==> config.mk <==
export PLATFORM = sky130hd
export DESIGN_NAME = poly_datapath
export DESIGN_NICKNAME = d
export VERILOG_FILES = /design/src/rtl/poly_datapath.sv
export SDC_FILE = /design/constraint.sdc
export NUM_CORES = 1
export LEC_CHECK = 0
export BUFFER_PORTS_ARGS = -buffer_cell sky130_fd_sc_hd__buf_4
export CORE_MARGIN = 5
export CORE_UTILIZATION = 50
export CTS_CLUSTER_SIZE = 16
export DETAILED_ROUTE_END_ITERATION = 8
export GPL_TIMING_DRIVEN = 0
export HOLD_SLACK_MARGIN = 0.03
export PLACE_DENSITY = 0.67
export SLEW_MARGIN = 20
export SYNTH_ARGS = -nofsm -noshare
export SYNTH_HDL_FRONTEND = slang
export SYNTH_SLANG_ARGS = --single-unit
==> constraint.sdc <==
create_clock -name clk -period 6.1 [get_ports clk]
set_input_delay 0.61 -clock clk [delete_from_list [all_inputs] [get_ports clk]]
set_output_delay 0.61 -clock clk [all_outputs]
set_load 0.05 [all_outputs]
==> src/rtl/poly_datapath.sv <==
// Quadratic-evaluation datapath: one saturating multiply/add unit,
// two accumulators and a registered result, driven by an external FSM.
//
// Ports:
//   clk, reset (async, active-low)
//   load_en, x_in, coef_a, coef_b, coef_c : operand capture
//   Constant_control, M_S_I0_control, M_S_I1_control, MS_control : unit controls
//   Acc0_en, Acc1_en : accumulator write enables
//   OR_en : load result from Acc0
//   result, result_valid, error : registered outputs
module poly_datapath #(
    parameter int WORD_LENGTH = 8
) (
    input  logic                   clk,
    input  logic                   reset,
    input  logic                   load_en,
    input  logic [WORD_LENGTH-1:0] x_in,
    input  logic [WORD_LENGTH-1:0] coef_a,
    input  logic [WORD_LENGTH-1:0] coef_b,
    input  logic [WORD_LENGTH-1:0] coef_c,
    input  logic [1:0]             Constant_control,
    input  logic [1:0]             M_S_I0_control,
    input  logic [1:0]             M_S_I1_control,
    input  logic                   MS_control,
    input  logic                   Acc0_en,
    input  logic                   Acc1_en,
    input  logic                   OR_en,
    output logic [WORD_LENGTH-1:0] result,
    output logic                   result_valid,
    output logic                   error
);

    localparam int W  = WORD_LENGTH;
    localparam int W2 = 2 * WORD_LENGTH;

    localparam logic [W2-1:0] MAX_WIDE = {{(W + 1){1'b0}}, {(W - 1){1'b1}}};
    localparam logic [W2-1:0] MIN_WIDE = {{(W + 1){1'b1}}, {(W - 1){1'b0}}};
    localparam logic [W-1:0]  MAX_OUT  = {1'b0, {(W - 1){1'b1}}};
    localparam logic [W-1:0]  MIN_OUT  = {1'b1, {(W - 1){1'b0}}};

    logic [W-1:0]  x_q, a_q, b_q, c_q;
    logic [W-1:0]  acc0, acc1;
    logic          ovf_s;

    logic [W-1:0]  const_v;
    logic [W-1:0]  in0, in1;
    logic [W2-1:0] ext0, ext1;
    logic [W2-1:0] full;
    logic [W-1:0]  unit_out;
    logic          ovf_now;

    always_comb begin
        const_v = '0;
        unique case (Constant_control)
            2'b00: const_v = c_q;
            2'b01: const_v = b_q;
            2'b10: const_v = a_q;
            2'b11: const_v = '0;
        endcase
    end

    always_comb begin
        in0 = '0;
        unique case (M_S_I0_control)
            2'b00: in0 = const_v;
            2'b01: in0 = x_q;
            2'b10: in0 = acc0;
            2'b11: in0 = '0;
        endcase
    end

    always_comb begin
        in1 = '0;
        unique case (M_S_I1_control)
            2'b00: in1 = x_q;
            2'b01: in1 = acc0;
            2'b10: in1 = acc1;
            2'b11: in1 = '0;
        endcase
    end

    // Both operands are sign-extended to 2W bits; a W x W signed product and a
    // W-bit signed sum both fit there exactly, so one range check covers both.
    assign ext0 = {{W{in0[W-1]}}, in0};
    assign ext1 = {{W{in1[W-1]}}, in1};
    assign full = MS_control ? (ext0 + ext1) : (ext0 * ext1);

    always_comb begin
        unit_out = full[W-1:0];
        ovf_now  = 1'b0;
        if ($signed(full) > $signed(MAX_WIDE)) begin
            unit_out = MAX_OUT;
            ovf_now  = 1'b1;
        end else if ($signed(full) < $signed(MIN_WIDE)) begin
            unit_out = MIN_OUT;
            ovf_now  = 1'b1;
        end
    end

    always_ff @(posedge clk or negedge reset) begin
        if (!reset) begin
            x_q <= '0;
            a_q <= '0;
            b_q <= '0;
            c_q <= '0;
        end else if (load_en) begin
            x_q <= x_in;
            a_q <= coef_a;
            b_q <= coef_b;
            c_q <= coef_c;
        end
    end

    always_ff @(posedge clk or negedge reset) begin
        if (!reset) begin
            acc0 <= '0;
            acc1 <= '0;
        end else begin
            if (Acc0_en) acc0 <= unit_out;
            if (Acc1_en) acc1 <= unit_out;
        end
    end

    // A new load starts a fresh evaluation, so clearing beats a same-cycle set.
    always_ff @(posedge clk or negedge reset) begin
        if (!reset) begin
            ovf_s <= 1'b0;
        end else if (load_en) begin
            ovf_s <= 1'b0;
        end else if (ovf_now && (Acc0_en || Acc1_en)) begin
            ovf_s <= 1'b1;
        end
    end

    always_ff @(posedge clk or negedge reset) begin
        if (!reset) begin
            result       <= '0;
            error        <= 1'b0;
            result_valid <= 1'b0;
        end else begin
            result_valid <= OR_en;
            if (OR_en) begin
                result <= acc0;
                error  <= ovf_s;
            end
        end
    end

endmodule

==> results.yml, run 1 <==
floorplanning:
  rows: 39
  die_height_um: 118
  ios: 55
  die_area_um2: 13900
  start_util: 0.510
  coreArea_um2: 11400
  die_x_um: 118
synth:
  netlist_top_cells_count: "109 x inv_1, 87 x nor2_1, 59 x dfrtp_1"
  syn_area_per_cell_um2: 9.34
  yosys.area_share.simple: 0.111
  yosysTopAreaCell: "dfrtp_1"
  syn_inst: 623
  ys_seq_area_frac: 0.254
  ys_seq_elements: 59
  synth-compound-area-share: 0.125
  synth_area_leaders: "dfrtp_1 25%, fa_1 19%, mux2_2 8.3%, ha_1 8.2%, inv_1 7.0%"
  synth-main-ff-cell: "dfrtp_1"
  synthXorXnorAreaFrac: 0.0254
  synth.distinct_cells: 56
  synthMuxAreaShare: 0.123
  synth.most_common_cell: "inv_1"
  synth_top_family_by_area: "adder cells"
  synth_top_cell_area_share: 0.254
  synthArstFlopShare: 1.00
  synth_nets: 762
  yosysWarningCount: 0
  yosys.area_share.adder: 0.274
  synth_area_um2: 5820
  synth-edff-count: 0
sta:
  hold_viol: 0
  post-route-min-period_ns: 5.94
  finalSetupTns_ns: 0
  slew_headroom: 0.361
  worst_pin_slew_ns: 0.952
  slew_viol_final: 0
  max_freq_mhz: 168
  fin_crit_sh: 0.974
  hold_slack_ns: 0.352
  setup-violations-final: 0
  fin_skew_ns: 0.00594
finish:
  antenna_cells: 0
  finalNetCount: 839
  postLayoutCellArea_um2: 7130
  drive_above_1_share: 0.267
  syn_to_final_growth_pct: 22.5
  fillers: 963
grt:
  first_global_vias: 4791
  track_usage: 0.208
  gr-usage-met1: 0.282
  grt_most_used_layer: "met2"
  grt_overflow: 0
  antenna_found_initial: 0
  grt_max_degree: 60
  use_met3: 0.0298
  grt_use_met2: 0.343
  grt_pass1_wl_mm: 23.8
worst_setup_path:
  critPathRequiredTime_ns: 6.28
  crit_path_end_kind: "flip-flop"
  cpPeakStageDelay_ns: 0.53
  worstPathArrival_ns: 6.12
  cp_max_fo: 10
  crit_type: "primary input to flip-flop"
  cpMaxStageDelayCell: "fa_1"
  critPathLaunchType: "primary input"
detailed_routing:
  ant_nets: 0
  finalWirelength_mm: 14.3
  first_iter_violations: 248
  drc: 0
  routedWlPerCell_um: 16.9
  dr.pass1.iters: 5
  vias: 4709
  vias_per_cell: 5.56
run_status:
  status: "finished, final reports clean"
placement:
  dp_hpwl_mm: 11.3
  io_buffers: 46
  placed_area_um2: 6360
  gp_congestion: 0.958
cts:
  cts_buffers: 9
  clock_latency_ns: 0.32
  cts_num_sinks: 59
  cts_max_path_buffers: 2
  cts_tree: "built"
  h-tree-depth: 3
  cts-hold-fix-buffers: 0
  path_clk_slew_ns: 0.05
  cts-root-buf: "clkbuf_16"
worst_hold_path:
  hold_class: "primary input to async pin"
flow_run:
  maxCapViolations: 0
-- cells by family (layout without fill, tap and decap cells) --
group / count (synthesis) / count (layout)
AO/OA/AOI/OAI: 110 / 110
XOR/XNOR: 16 / 16
adder cells (fa/ha/maj): 94 / 94
buffers and inverters: 129 / 209
flip-flops: 59 / 59
multiplexers: 65 / 65
AND/OR/NAND/NOR: 150 / 151
-- stage by stage --
step | utilization | worst slack, ns | std cells
floorplan | - | 0.0353 | 623
global placement | 0.557 | -0.881 | 812
detailed placement | 0.557 | -0.982 | 812
CTS | 0.597 | 0.00318 | 833
global route | 0.625 | -0.0490 | 847
finish | 0.625 | 0.159 | 847
-- final timing paths --
check / slack (ns) / from / cells after the start / endpoint
worst max-delay path: 0.16 / Constant_control[1] / 27 / ovf_s
worst min-delay path: 0.35 / reset / 1 / b_q[6]
worst max register to register: 0.23 / acc0[7] / 21 / ovf_s
worst min register to register: 0.50 / result[3] / 1 / result[3]
max in group asynchronous: 5.28 / reset / 1 / result[4]
min in group clk: 0.40 / OR_en / 1 / result_valid
-- timing repair --
item | in CTS | in global routing
endpoints found under the setup margin | 15 | 15
hold endpoints to repair | 0 | 0
buffers inserted | 6 | 15
gates cloned | 0 | 1
gates resized for setup | 31 | 41
pin swaps | 5 | 14
-- per-layer routing --
layer / vias up / part of all wire
met4: 0 / 0.030
met1: 2329 / 0.44
li1: 2211 / -
met5: - / 0
met3: 32 / 0.040
met2: 137 / 0.49
-- critical path: cells and delay by family --
| kind | cells | cell delay, ns |
|---|---|---|
| buffers and inverters | 7 | 0.82 |
| AOI/OAI and AO/OA | 8 | 1.61 |
| muxes | 1 | 0.16 |
| and+or+nand+nor | 5 | 0.59 |
| adders and majority gates | 6 | 2.32 |
-- layout make-up --
| type | instances | area (µm²) | area share |
|---|---|---|---|
| buffer | 17 | 109 | 0.0153 |
| clock buffer | 13 | 260 | 0.0365 |
| clock inverter | 2 | 35.0 | 0.00491 |
| inverter | 110 | 415 | 0.0582 |
| multi-input combinational | 436 | 4140 | 0.580 |
| sequential | 59 | 1480 | 0.207 |
| tap | 143 | 179 | 0.0251 |
| timing repair buffer | 67 | 523 | 0.0733 |
-- cells in the final DEF (no fill, tap or decap), types with 4 or more instances in the layout --
master     netlist  routed
buf_6            3       6
mux2_2          43      43
xor2_1           6       6
clkbuf_1        13      10
a21oi_2          0       6
a21oi_1         31      21
fa_1            56      56
inv_2            0       5
nor2_1          87      85
dfrtp_1         59      59
a31oi_1         14      11
nand2_1         35      34
buf_4            0      64
xnor2_1          9       9
mux2i_1         21      20
o22ai_1          7       6
a21o_1           5       5
ha_4             0       5
o21ai_0         21      20
nor3_1           4       4
inv_1          109     104
ha_1            38      30
a21oi_4          1       5
o21a_1           9       6
clkbuf_16        0       9
-- sequential cells by signal, indices dropped and copies added, names as in the netlist, 8 cells and up --
signal / cells
a_q: 8
x_q: 8
acc0: 8
result: 8
c_q: 8
b_q: 8
acc1: 8
Power of run 1 is not shown: default switching activity piles up to over one toggle a cycle in this logic, so the estimate is an artifact.
==> run 2: changes to the inputs <==
==> constraint.sdc (replaced) <==
create_clock -name clk -period 6.1 [get_ports clk]
set_input_delay 0 -clock clk [delete_from_list [all_inputs] [get_ports clk]]
set_output_delay 0 -clock clk [all_outputs]
set_load 0.05 [all_outputs]
==> run 2 against run 1 <==
Effect of this change: non-clock buffer count up 30; critical path depth is 1 lower; worst setup slack better by 0.097 ns; largest cell class unchanged; routed wire length grew 3.7%; sequential cell count unchanged; via count up 1.8%.
==> results.yml, run 2 (synthesized netlist as in run 1, its figures left out) <==
detailed_routing:
  vias: 4792
  finalWirelength_mm: 14.9
  ant_nets: 0
  vias_per_cell: 5.46
  first_iter_violations: 252
  routedWlPerCell_um: 16.9
  drc: 0
  dr.pass1.iters: 5
run_status:
  status: "finished, final reports clean"
sta:
  fin_crit_sh: 0.958
  hold_slack_ns: 0.0424
  slew_viol_final: 0
  max_freq_mhz: 171
  post-route-min-period_ns: 5.84
  slew_headroom: 0.462
  setup-violations-final: 0
  worst_pin_slew_ns: 0.801
  hold_viol: 0
  fin_skew_ns: 0.00848
grt:
  antenna_found_initial: 0
  grt_pass1_wl_mm: 25.0
  first_global_vias: 5038
  grt_max_degree: 60
  track_usage: 0.218
  grt_overflow: 0
cts:
  cts_buffers: 9
  h-tree-depth: 3
  cts_max_path_buffers: 2
  path_clk_slew_ns: 0.05
  cts-root-buf: "clkbuf_16"
  cts_num_sinks: 59
  cts_tree: "built"
  clock_latency_ns: 0.32
floorplanning:
  coreArea_um2: 11400
  die_x_um: 118
  rows: 39
  start_util: 0.510
  die_height_um: 118
  die_area_um2: 13900
  ios: 55
worst_hold_path:
  hold_class: "primary input to flip-flop"
worst_setup_path:
  critPathRequiredTime_ns: 6.29
  crit_type: "flip-flop to flip-flop"
  cp_max_fo: 6
  worstPathArrival_ns: 6.04
  crit_path_end_kind: "flip-flop"
  ff2ff_setup_slack_ns: 0.26
  critPathLaunchType: "flip-flop"
placement:
  gp_congestion: 0.873
  dp_hpwl_mm: 11.4
  io_buffers: 46
finish:
  drive_above_1_share: 0.244
  antenna_cells: 0
  syn_to_final_growth_pct: 27.6
  layout_common_cells: "105 x inv_1, 85 x nor2_1, 59 x dfrtp_1"
  final_common_cell: "inv_1"
  finalNetCount: 868
flow_run:
  maxCapViolations: 0
run 2: metal layers:
metal	up-vias	GRT usage	routed length, µm
met3	20	0.0274	668
met4	0	0.0545	305
met1	2372	0.292	6460
met5	-	0	0
met2	137	0.377	7430
li1	2263	-	-
run 2: worst paths after layout:
path / startpoint / endpoint / depth (start not counted)
worst max-delay path: b_q[4] / acc0[5] / 26
worst min-delay path: Acc1_en / acc1[7] / 3
worst min register to register: result[4] / result[4] / 1
worst max register to register: b_q[4] / acc0[5] / 26
max in group asynchronous: reset / c_q[3] / 2
min in group asynchronous: reset / b_q[6] / 2
run 2: cell type report:
class	count	area, µm²
repair buffers	97	848
flip-flops and latches	59	1480
clock inverters	4	72.6
clock buffers	12	256
multi-input cells	435	4090
fillers	917	3990
plain buffers	17	88.8
well taps	143	179
inverters	110	415
run 2: through the flow:
stage               instances  setup TNS [ns]  setup slack (ns)  area [µm²]  utilization
global route              877        -0.00881          -0.00340        7430        0.651
CTS                       867               0            0.0283        7150        0.626
global placement          812           -7.71            -0.602        6350        0.556
finish                    877               0             0.256        7430        0.651
floorplan                 623               0             0.533        5820            -
detailed placement        812           -8.11            -0.635        6350        0.556
run 2: critical path, stage by stage (launching register included):
cell and delay [ns]:
dfrtp_1 0.37, mux2i_1 0.15, nor2_1 0.07, a21oi_1 0.13, nor2_1 0.06, a21oi_1 0.12, nor2_1 0.09, a21oi_4 0.23
buf_6 0.16, nor2_1 0.05, fa_1 0.51, inv_1 0.05, fa_1 0.48, inv_1 0.06, fa_1 0.54, inv_1 0.06
fa_1 0.55, inv_1 0.07, ha_4 0.29, and2_4 0.14, a32o_2 0.23, nor2_1 0.06, o221a_2 0.28, nor4b_4 0.33
a41oi_4 0.25, a31oi_2 0.26, o22ai_1 0.12
run 2: repair_timing:
| action | in CTS | in global routing |
|---|---|---|
| buffers inserted | 4 | 12 |
| hold buffers | 35 | 0 |
| pin swaps | 3 | 18 |
| endpoints found under the hold margin | 96 | 0 |
| resized for setup | 21 | 36 |
| endpoints found under the setup margin | 17 | 15 |
Power of run 2 is left out for the same reason.
